[src/rtl/risc_v_alu_seq_if.sv]
// Request/response bus of the sequential execute ALU: operands and op code in,
// registered result with zero/illegal flags out, each side valid/ready handshaked.
interface risc_v_alu_seq_if #(
  parameter int XLEN = 32
);
  logic            in_valid;
  logic            in_ready;
  logic [4:0]      op;
  logic [XLEN-1:0] rs1_val;
  logic [XLEN-1:0] rs2_val;
  logic            out_valid;
  logic            out_ready;
  logic [XLEN-1:0] result;
  logic            zero_flag;
  logic            illegal_op;

  modport master (
    output in_valid, op, rs1_val, rs2_val, out_ready,
    input  in_ready, out_valid, result, zero_flag, illegal_op
  );

  modport slave (
    input  in_valid, op, rs1_val, rs2_val, out_ready,
    output in_ready, out_valid, result, zero_flag, illegal_op
  );
endinterface

[src/rtl/risc_v_alu_seq.sv]
// Handshaked execute-stage ALU with a registered result. Define ALU_MULDIV_EN to add
// iterative multiply/divide (ops 10-17); without it those ops report illegal.
module risc_v_alu_seq #(
  parameter int          XLEN        = 32,
  parameter logic [63:0] ILLEGAL_VAL = 64'h0000_0000_DEAD_BEEF
) (
  input logic             clk,
  input logic             reset,
  risc_v_alu_seq_if.slave bus
);

  localparam int              SHW = (XLEN == 64) ? 6 : 5;
  localparam logic [XLEN-1:0] ILL = ILLEGAL_VAL[XLEN-1:0];

  localparam logic [4:0] OP_ADD    = 5'd0;
  localparam logic [4:0] OP_SUB    = 5'd1;
  localparam logic [4:0] OP_AND    = 5'd2;
  localparam logic [4:0] OP_OR     = 5'd3;
  localparam logic [4:0] OP_XOR    = 5'd4;
  localparam logic [4:0] OP_SLL    = 5'd5;
  localparam logic [4:0] OP_SRL    = 5'd6;
  localparam logic [4:0] OP_SRA    = 5'd7;
  localparam logic [4:0] OP_SLT    = 5'd8;
  localparam logic [4:0] OP_SLTU   = 5'd9;

  // Returns {illegal, result}; anything not listed falls through to the illegal value.
  function automatic logic [XLEN:0] simple_op(input logic [4:0] o,
                                              input logic [XLEN-1:0] a,
                                              input logic [XLEN-1:0] b);
    logic [XLEN-1:0] r;
    logic            ill;
    logic [SHW-1:0]  sh;
    sh  = b[SHW-1:0];
    r   = '0;
    ill = 1'b0;
    case (o)
      OP_ADD:  r = a + b;
      OP_SUB:  r = a - b;
      OP_AND:  r = a & b;
      OP_OR:   r = a | b;
      OP_XOR:  r = a ^ b;
      OP_SLL:  r = a << sh;
      OP_SRL:  r = a >> sh;
      OP_SRA:  r = $signed(a) >>> sh;
      OP_SLT:  r = {{(XLEN-1){1'b0}}, $signed(a) < $signed(b)};
      OP_SLTU: r = {{(XLEN-1){1'b0}}, a < b};
      default: begin
        r   = ILL;
        ill = 1'b1;
      end
    endcase
    return {ill, r};
  endfunction

  logic            accept;
  logic [XLEN:0]   simple_res;
  logic            out_valid_q;
  logic [XLEN-1:0] result_q;
  logic            zero_q;
  logic            illegal_q;

  assign accept         = bus.in_valid && bus.in_ready;
  assign simple_res     = simple_op(bus.op, bus.rs1_val, bus.rs2_val);
  assign bus.out_valid  = out_valid_q;
  assign bus.result     = result_q;
  assign bus.zero_flag  = zero_q;
  assign bus.illegal_op = illegal_q;

`ifdef ALU_MULDIV_EN

  localparam int         CW        = $clog2(XLEN);
  localparam logic [4:0] OP_MUL    = 5'd10;
  localparam logic [4:0] OP_MULH   = 5'd11;
  localparam logic [4:0] OP_MULHSU = 5'd12;
  localparam logic [4:0] OP_MULHU  = 5'd13;
  localparam logic [4:0] OP_DIV    = 5'd14;
  localparam logic [4:0] OP_DIVU   = 5'd15;
  localparam logic [4:0] OP_REM    = 5'd16;
  localparam logic [4:0] OP_REMU   = 5'd17;

  typedef enum logic [1:0] {IDLE, BUSY, DONE} state_t;

  // One radix-2 step on {hi, lo}: shift-add for multiply, restoring subtract for divide.
  function automatic logic [2*XLEN-1:0] step(input logic mul,
                                             input logic [XLEN-1:0] h,
                                             input logic [XLEN-1:0] l,
                                             input logic [XLEN-1:0] m);
    logic [XLEN:0] t;
    logic [XLEN:0] d;
    if (mul) begin
      t = {1'b0, h} + (l[0] ? {1'b0, m} : {(XLEN+1){1'b0}});
      return {t, l[XLEN-1:1]};
    end
    t = {h, l[XLEN-1]};
    d = t - {1'b0, m};
    if (t >= {1'b0, m}) return {d[XLEN-1:0], l[XLEN-2:0], 1'b1};
    return {t[XLEN-1:0], l[XLEN-2:0], 1'b0};
  endfunction

  state_t          state;
  logic [CW-1:0]   cnt_q;
  logic [XLEN-1:0] hi_q, lo_q, mb_q, orig_q;
  logic [4:0]      mop_q;
  logic            neg_q, dz_q;

  logic            is_md, is_mul, sign_a, sign_b, start_neg;
  logic [XLEN-1:0] mag_a, mag_b;
  logic [2*XLEN-1:0] first_step;
  logic [2*XLEN-1:0] prod;
  logic [XLEN-1:0] md_res;

  assign bus.in_ready = !reset && (state == IDLE) && (!out_valid_q || bus.out_ready);

  // Operand magnitudes and result sign are settled at acceptance; the first step runs then too.
  always_comb begin
    is_md  = (bus.op >= OP_MUL) && (bus.op <= OP_REMU);
    is_mul = bus.op <= OP_MULHU;
    sign_a = bus.rs1_val[XLEN-1] && (bus.op == OP_MUL || bus.op == OP_MULH ||
             bus.op == OP_MULHSU || bus.op == OP_DIV || bus.op == OP_REM);
    sign_b = bus.rs2_val[XLEN-1] && (bus.op == OP_MUL || bus.op == OP_MULH ||
             bus.op == OP_DIV || bus.op == OP_REM);
    mag_a  = sign_a ? -bus.rs1_val : bus.rs1_val;
    mag_b  = sign_b ? -bus.rs2_val : bus.rs2_val;
    start_neg  = (bus.op == OP_REM) ? sign_a : (sign_a ^ sign_b);
    first_step = is_mul ? step(1'b1, '0, mag_b, mag_a) : step(1'b0, '0, mag_a, mag_b);
  end

  always_comb begin
    prod   = neg_q ? -{hi_q, lo_q} : {hi_q, lo_q};
    md_res = '0;
    case (mop_q)
      OP_MUL:                      md_res = prod[XLEN-1:0];
      OP_MULH, OP_MULHSU, OP_MULHU: md_res = prod[2*XLEN-1:XLEN];
      OP_DIV, OP_DIVU:             md_res = dz_q ? '1 : (neg_q ? -lo_q : lo_q);
      default:                     md_res = dz_q ? orig_q : (neg_q ? -hi_q : hi_q);
    endcase
  end

  // Single-cycle ops load the result directly; mul/div walk BUSY for the remaining steps.
  always_ff @(posedge clk) begin
    if (reset) begin
      state       <= IDLE;
      out_valid_q <= 1'b0;
      result_q    <= '0;
      zero_q      <= 1'b0;
      illegal_q   <= 1'b0;
      cnt_q       <= '0;
      hi_q        <= '0;
      lo_q        <= '0;
      mb_q        <= '0;
      orig_q      <= '0;
      mop_q       <= '0;
      neg_q       <= 1'b0;
      dz_q        <= 1'b0;
    end else begin
      if (out_valid_q && bus.out_ready) out_valid_q <= 1'b0;
      case (state)
        IDLE: begin
          if (accept && is_md) begin
            state        <= BUSY;
            {hi_q, lo_q} <= first_step;
            mb_q         <= is_mul ? mag_a : mag_b;
            neg_q        <= start_neg;
            dz_q         <= !is_mul && (bus.rs2_val == '0);
            orig_q       <= bus.rs1_val;
            mop_q        <= bus.op;
            cnt_q        <= CW'(1);
          end else if (accept) begin
            result_q    <= simple_res[XLEN-1:0];
            illegal_q   <= simple_res[XLEN];
            zero_q      <= !simple_res[XLEN] && (simple_res[XLEN-1:0] == '0);
            out_valid_q <= 1'b1;
          end
        end
        BUSY: begin
          {hi_q, lo_q} <= step(mop_q <= OP_MULHU, hi_q, lo_q, mb_q);
          cnt_q        <= cnt_q + CW'(1);
          if (cnt_q == CW'(XLEN-1)) state <= DONE;
        end
        DONE: begin
          result_q    <= md_res;
          zero_q      <= (md_res == '0);
          illegal_q   <= 1'b0;
          out_valid_q <= 1'b1;
          state       <= IDLE;
        end
        default: state <= IDLE;
      endcase
    end
  end

`else

  assign bus.in_ready = !reset && (!out_valid_q || bus.out_ready);

  // Every op completes in one cycle; mul/div codes land in the illegal path.
  always_ff @(posedge clk) begin
    if (reset) begin
      out_valid_q <= 1'b0;
      result_q    <= '0;
      zero_q      <= 1'b0;
      illegal_q   <= 1'b0;
    end else begin
      if (out_valid_q && bus.out_ready) out_valid_q <= 1'b0;
      if (accept) begin
        result_q    <= simple_res[XLEN-1:0];
        illegal_q   <= simple_res[XLEN];
        zero_q      <= !simple_res[XLEN] && (simple_res[XLEN-1:0] == '0);
        out_valid_q <= 1'b1;
      end
    end
  end

`endif

endmodule

[src/flat_wrapper.sv]
// flat-port wrapper written by rule: the top's interface ports become plain ports
module risc_v_alu_seq_flat 
#(
  parameter int          XLEN        = 32,
  parameter logic [63:0] ILLEGAL_VAL = 64'h0000_0000_DEAD_BEEF
)
  (clk, reset, bus_in_valid, bus_op, bus_rs1_val, bus_rs2_val, bus_out_ready, bus_in_ready, bus_out_valid, bus_result, bus_zero_flag, bus_illegal_op);
  risc_v_alu_seq_if #(.XLEN(XLEN)) bus_i ();
  input logic clk;
  input logic reset;
  input wire logic [$bits(bus_i.in_valid)-1:0] bus_in_valid;
  input wire logic [$bits(bus_i.op)-1:0] bus_op;
  input wire logic [$bits(bus_i.rs1_val)-1:0] bus_rs1_val;
  input wire logic [$bits(bus_i.rs2_val)-1:0] bus_rs2_val;
  input wire logic [$bits(bus_i.out_ready)-1:0] bus_out_ready;
  output wire logic [$bits(bus_i.in_ready)-1:0] bus_in_ready;
  output wire logic [$bits(bus_i.out_valid)-1:0] bus_out_valid;
  output wire logic [$bits(bus_i.result)-1:0] bus_result;
  output wire logic [$bits(bus_i.zero_flag)-1:0] bus_zero_flag;
  output wire logic [$bits(bus_i.illegal_op)-1:0] bus_illegal_op;
  assign bus_i.in_valid = bus_in_valid;
  assign bus_i.op = bus_op;
  assign bus_i.rs1_val = bus_rs1_val;
  assign bus_i.rs2_val = bus_rs2_val;
  assign bus_i.out_ready = bus_out_ready;
  assign bus_in_ready = bus_i.in_ready;
  assign bus_out_valid = bus_i.out_valid;
  assign bus_result = bus_i.result;
  assign bus_zero_flag = bus_i.zero_flag;
  assign bus_illegal_op = bus_i.illegal_op;
  risc_v_alu_seq #(.XLEN(XLEN), .ILLEGAL_VAL(ILLEGAL_VAL)) u_core (.clk(clk), .reset(reset), .bus(bus_i));
endmodule
[config.mk]
export PLATFORM = sky130hd
export DESIGN_NAME = risc_v_alu_seq_flat
export DESIGN_NICKNAME = d
export VERILOG_FILES = /design/src/rtl/risc_v_alu_seq_if.sv /design/src/rtl/risc_v_alu_seq.sv /design/src/flat_wrapper.sv
export SDC_FILE = /design/constraint.sdc
export NUM_CORES = 1
export LEC_CHECK = 0
export CORE_MARGIN = 2
export CORE_UTILIZATION = 60
export DETAILED_ROUTE_END_ITERATION = 10
export PLACE_DENSITY = 0.84
export SYNTH_ARGS = -nofsm -noshare
export SYNTH_HDL_FRONTEND = slang
export SYNTH_SLANG_ARGS = --single-unit
[constraint.sdc]
create_clock -name clk -period 6.6 [get_ports clk]
set_input_delay 1.32 -clock clk [delete_from_list [all_inputs] [get_ports clk]]
set_output_delay 1.32 -clock clk [all_outputs]
set_load 0.05 [all_outputs]
## Yosys cells after proc, flatten, opt, wreduce, memory -nomap -nowiden

Cells that the tools add are included.
W data, S select, Z words.

| cells by class | value |
|---|---|
| add/subtract/negate cells | 2 |
| multiply operators | 0 |
| divide/modulo/power cells | 0 |
| order comparisons | 2 |
| equal/unequal tests | 9 |
| shift operators | 3 |
| mux-type cells | 4 |
| bitwise operators | 3 |
| reduce and logical (&&, ||, !) cells | 11 |

Operators by type and width:

| cell | count |
|---|---|
| $pmux W32 S10 | 1 |
| $lt A32 B32 Y1 | 2 |
| $add A32 B32 Y32 | 1 |
| $and A32 B32 Y32 | 1 |
| $logic_not A32 Y1 | 1 |
| $or A32 B32 Y32 | 1 |
| $shl A32 B5 Y32 | 1 |
| $shr A32 B5 Y32 | 1 |
| $sshr A32 B5 Y32 | 1 |
| $sub A32 B32 Y32 | 1 |
| $xor A32 B32 Y32 | 1 |
| $eq A5 B3 Y1 const B | 4 |
| $eq A5 B2 Y1 const B | 2 |
| $eq A5 B4 Y1 const B | 2 |
| $reduce_or A10 Y1 | 1 |
| $eq A5 B1 Y1 const B | 1 |
| $logic_not A5 Y1 | 1 |
| $logic_and A1 B1 Y1 | 4 |
| $mux W1 | 3 |
| $logic_not A1 Y1 | 2 |
| $reduce_bool A2 Y1 | 1 |
| $logic_or A1 B1 Y1 | 1 |

| word-level totals | value |
|---|---|
| register bits after elaboration | 35 |
| latch bits | 0 |
| RAM bits | 0 |
| ROM bits | 0 |
| input port bits | 73 |
| output and inout bits | 36 |
| word-level logic and storage cells | 38 |
| memories kept | 0 |

## Logic depth before layout (Yosys ltp)

| depth | value |
|---|---|
| depth after elaboration | 5 |
| depth in mapped cells | 19 |
| depth with buffers taken out | 16 |

## Least setup slack after synthesis

OpenSTA, ideal clock, no wires.

| timing | value |
|---|---|
| path type | input to register |
| from | input port bus_rs2_val[2] |
| to | register u_core.zero_q (netlist: u_core.bus.zero_flag) |
| library setup time | 0.096 ns |
| arrival | 6.097 ns |
| required time | 6.504 ns |
| path slack | 0.407 ns |
| stages | 19 |
| buffers on the path | 5 |
| cell sequence | clkbuf_1 -> inv_2 -> clkbuf_1 -> buf_1 -> clkbuf_1 -> ha_1 -> clkbuf_1 -> nand2b_1 -> a211o_1 -> a211oi_1 -> o41ai_1 -> a221o_1 -> nand2_1 -> o2111ai_1 -> or4b_2 -> or4_1 -> nor4_1 -> nand4_1 -> o41ai_2 |

| between the ends | value |
|---|---|
| word-level cells in the longest chain between the ends | 4 |
| elaborated cells between the ends (all ways) | 13 |
| those cells by class | add/sub (2); order compare (2); shift (3); mux (1); bitwise (3); reduce/logical (2) |

RTL lines:

| item | RTL line | source |
|---|---|---|
| start: declaration | flat_wrapper.sv:14 | `input wire logic [$bits(bus_i.rs2_val)-1:0] bus_rs2_val;` |
| $sub A32 B32 Y32, or another cell as far along | risc_v_alu_seq.sv:38 | `OP_SUB: r = a - b;` |
| $pmux W32 S10 (*) | risc_v_alu_seq.sv:36 | `case (o)` |
| $logic_not A32 Y1 (*) | risc_v_alu_seq.sv:208 | `zero_q <= !simple_res[XLEN] && (simple_res[XLEN-1:0] == '0);` |
| $logic_and A1 B1 Y1 (*) | risc_v_alu_seq.sv:208 |  |
| end signal: assignment | risc_v_alu_seq.sv:208 |  |
| end: declaration | risc_v_alu_seq.sv:59 | `logic zero_q;` |

Every way passes the cells marked *; elsewhere a longest branch is shown, timed or not.
A chain may end at the register's enable or synchronous reset.

## Final worst setup path

| timing | value |
|---|---|
| from | input port bus_rs1_val[2] |
| to | register u_core.zero_q (netlist: u_core.bus.zero_flag) |

| between the ends | value |
|---|---|
| word-level cells in the longest chain between the ends | 4 |
| elaborated cells between the ends (all ways) | 13 |
| those cells by class | add/sub (2); order compare (2); shift (3); mux (1); bitwise (3); reduce/logical (2) |

RTL lines:

| item | RTL line | source |
|---|---|---|
| start: declaration | flat_wrapper.sv:13 | `input wire logic [$bits(bus_i.rs1_val)-1:0] bus_rs1_val;` |
| $sub A32 B32 Y32, or another cell as far along | risc_v_alu_seq.sv:38 |  |
| $pmux W32 S10 (*) | risc_v_alu_seq.sv:36 |  |
| $logic_not A32 Y1 (*) | risc_v_alu_seq.sv:208 |  |
| $logic_and A1 B1 Y1 (*) | risc_v_alu_seq.sv:208 |  |

Marked as above.

==> flow_metrics.env <==
export IMPL_cap_violations=0
export IMPL_h_tree_depth=2
export IMPL_hold_viol=0
export IMPL_area_growth_pct=15.9
export IMPL_final_cell_mix="nand2_1, a21oi_1, nor2_1, clkdlybuf4s50_1, ha_1"
export IMPL_route_vias_total=13800
export IMPL_firstDrtPassIters=9
export IMPL_run_status="complete, no violations"
export IMPL_postCtsSetupBuffers=0
export IMPL_row_count=48
export IMPL_holdBufCountCts=0
export IMPL_min_from="u_core.bus.result[11]"
export IMPL_die_w_um=137
export IMPL_clkSinkCount=35
export IMPL_avgSynthCellArea_um2=7.03
export IMPL_slew_headroom_pct=21.8
export IMPL_clk_path_buf_depth=2
export IMPL_antenna_found_initial=1
export IMPL_ys_seq_area_share_pct=6.62
export IMPL_wire_per_inst_um=27.0
export IMPL_grt_pass1_wl_um=72500
export IMPL_min_period_over_period_pct=94.2
export IMPL_max_freq_ghz=0.161
export IMPL_dpl_hpwl_um=38500
export IMPL_r2r_setup_slack_ps=2810
export IMPL_drive_gt1_share_pct=11.0
export IMPL_combPwrFrac_pct=66.6
export IMPL_portBuffers=108
export IMPL_r2r_cells=11
export IMPL_endpoint_kind="flop"
export IMPL_start_util_pct=61.2
export IMPL_nets=1762
export IMPL_gr_total_overflow=0
export IMPL_fin_crit_ps=6220
export IMPL_drt_iter0_markers=2540
export IMPL_finalSetupTns_ps=0
export IMPL_synthFlopType="dfxtp_1"
export IMPL_dp_slack_ps=341
export IMPL_gp_congestion=1.16
export IMPL_power_leakage_nw=5.00
export IMPL_synth_cells=1505
export IMPL_cts_buffers=5
export IMPL_reg2reg_to="u_core.bus.zero_flag"
export IMPL_critical_path_class="input pin to flop"
export IMPL_power_switching_uw=755
export IMPL_async_flop_share_pct=0
export IMPL_num_antenna_cells=0
export IMPL_rr_startpoint="u_core.bus.out_valid"
export IMPL_core_area_um2=17300
export IMPL_root_buffer="clkbuf_16"
export IMPL_p_per_area_nw_per_um2=124
export IMPL_cts_resized=0
export IMPL_worstMarginPinSlew_ps=1140
export IMPL_die_area_um2=18700
export IMPL_tritoncts="done"
export IMPL_p_total_mw=1.53
export IMPL_arrival_ps=6410
export IMPL_skew_ps=3.56
export IMPL_syn_area_um2=10600
export IMPL_grt_pass1_vias=12400
export IMPL_peakVddDrop_uv=206
export IMPL_ys_ff_latch=35
export IMPL_ios=109
export IMPL_hold_class="flop to flop"
export IMPL_synth_edf_count=0
export IMPL_routed_wl_um=49000
export IMPL_rsz0062_at_grt="no"
export IMPL_min_path_cells=2
export IMPL_die_h_um=137
export IMPL_syn_nets=1680
export IMPL_drc=0
export IMPL_cp_max_fo=9
export IMPL_worst_ep_required_time_ps=6800
export IMPL_p_seq_share_pct=15.7
export IMPL_setup_viol=0
export IMPL_synth_warnings=0
export IMPL_min_delay_worst_endpoint="u_core.bus.result[11]"
export IMPL_detail_route_antenna_nets=0
export IMPL_viasPerCell=7.59
export IMPL_grt_use_total_pct=51.2
export IMPL_drv_slew=0
export IMPL_p_clk_share_pct=17.8
export IMPL_synth_distinct_cells=88
export IMPL_grt_max_degree=67
export IMPL_clk_latency_ps=290
export IMPL_internal_power_uw=771
export IMPL_cp_start_kind="input pin"
export IMPL_clk_pin_slew_ps=60
export IMPL_swShare_pct=49.5
export IMPL_layout_commonest_cell="nand2_1"
export IMPL_layout_setup_ws_ps=384
-- cell type report --
type	count	area, um^2
tap	225	282
inverter	95	357
fill	1494	5040
timing repair buffer	188	1690
multi-input combinational	1262	9060
clock buffer	5	125
sequential	35	701
clock inverter	3	43.8
-- synth_stat cells (all sizes together), types with 16 or more instances --
| cell | n | area share [%] |
|---|---|---|
| nor2b | 20 | 1.2 |
| a21oi | 127 | 6.0 |
| nor3 | 38 | 1.8 |
| clkbuf | 79 | 2.8 |
| a22oi | 22 | 1.6 |
| mux2 | 29 | 3.1 |
| a31oi | 17 | 1.0 |
| nor2 | 128 | 4.6 |
| mux2i | 56 | 5.4 |
| inv | 93 | 3.3 |
| nand2 | 153 | 5.4 |
| o21ai | 95 | 4.5 |
| a21o | 17 | 1.2 |
| nand4 | 23 | 1.4 |
| o211ai | 21 | 1.5 |
| mux4 | 39 | 8.3 |
| o22ai | 16 | 0.95 |
| ha | 100 | 12 |
| dfxtp | 35 | 6.6 |
| buf | 34 | 1.7 |
| nor4 | 19 | 1.1 |
| a211oi | 32 | 2.3 |
| nand3 | 62 | 2.9 |
-- logic make-up after synthesis --
group,synth area share [%]
compound gates,32.1
xor+xnor,0.911
mux,16.8
simple gates,23.4
fa+ha+maj,12.2
flops,6.62
buf+inv,7.89
-- worst max-delay path, cell delays in order --
cell	delay, ps
clkdlybuf4s50_1	650
inv_1	90
ha_1	410
nand2b_1	220
a211o_1	380
a21oi_1	220
a41oi_1	160
nand2_1	270
a31oi_1	190
o41ai_1	670
or4b_2	630
or4_1	470
nor4_1	270
nand4_1	130
o41ai_2	340
-- metal layers --
layer	share of wire (%)	global-route usage [%]	vias to the layer above
met5	0.031	0	-
met1	35	65.7	6300
met4	7.1	26.7	2
li1	-	-	5853
met3	17	16.4	321
met2	41	76.3	1279
-- per-stage QoR --
stage	util [%]	hold WS (ps)	instances	instance area, um^2
finish	70.9	458	1813	12300
detailed placement	69.9	451	1805	12100
CTS	70.9	460	1813	12300
global placement	69.9	435	1805	12100
global route	70.9	495	1813	12300
floorplan	-	668	1505	10600
-- flip-flops by register name, indices dropped and copies added, names as in the netlist --
name / cells
u_core.bus.zero_flag: 1
u_core.bus.illegal_op: 1
u_core.bus.out_valid: 1
u_core.bus.result: 32
-- worst max path at each step --
stage	from	end	slack, ps	depth (start not counted)
after floorplan	bus_rs2_val[2]	u_core.bus.zero_flag	410	19
after global placement	bus_rs1_val[2]	u_core.bus.zero_flag	500	16
after detailed placement	bus_rs1_val[2]	u_core.bus.zero_flag	340	15
after CTS	bus_rs1_val[3]	u_core.bus.zero_flag	610	15
after global routing	bus_rs1_val[3]	u_core.bus.zero_flag	230	15
final	bus_rs1_val[2]	u_core.bus.zero_flag	380	15
-- power by group through the flow --
stage / clock network [mW] / registers, mW / logic (mW)
3_3_place_gp: 0 / 0.242 / 0.947
5_1_grt: 0.277 / 0.241 / 1.06
6_report: 0.271 / 0.239 / 1.02
2_1_floorplan: 0 / 0.305 / 0.550
3_5_place_dp: 0 / 0.243 / 0.957
4_1_cts: 0.270 / 0.239 / 0.962
Power figures use the tool's default switching activity.
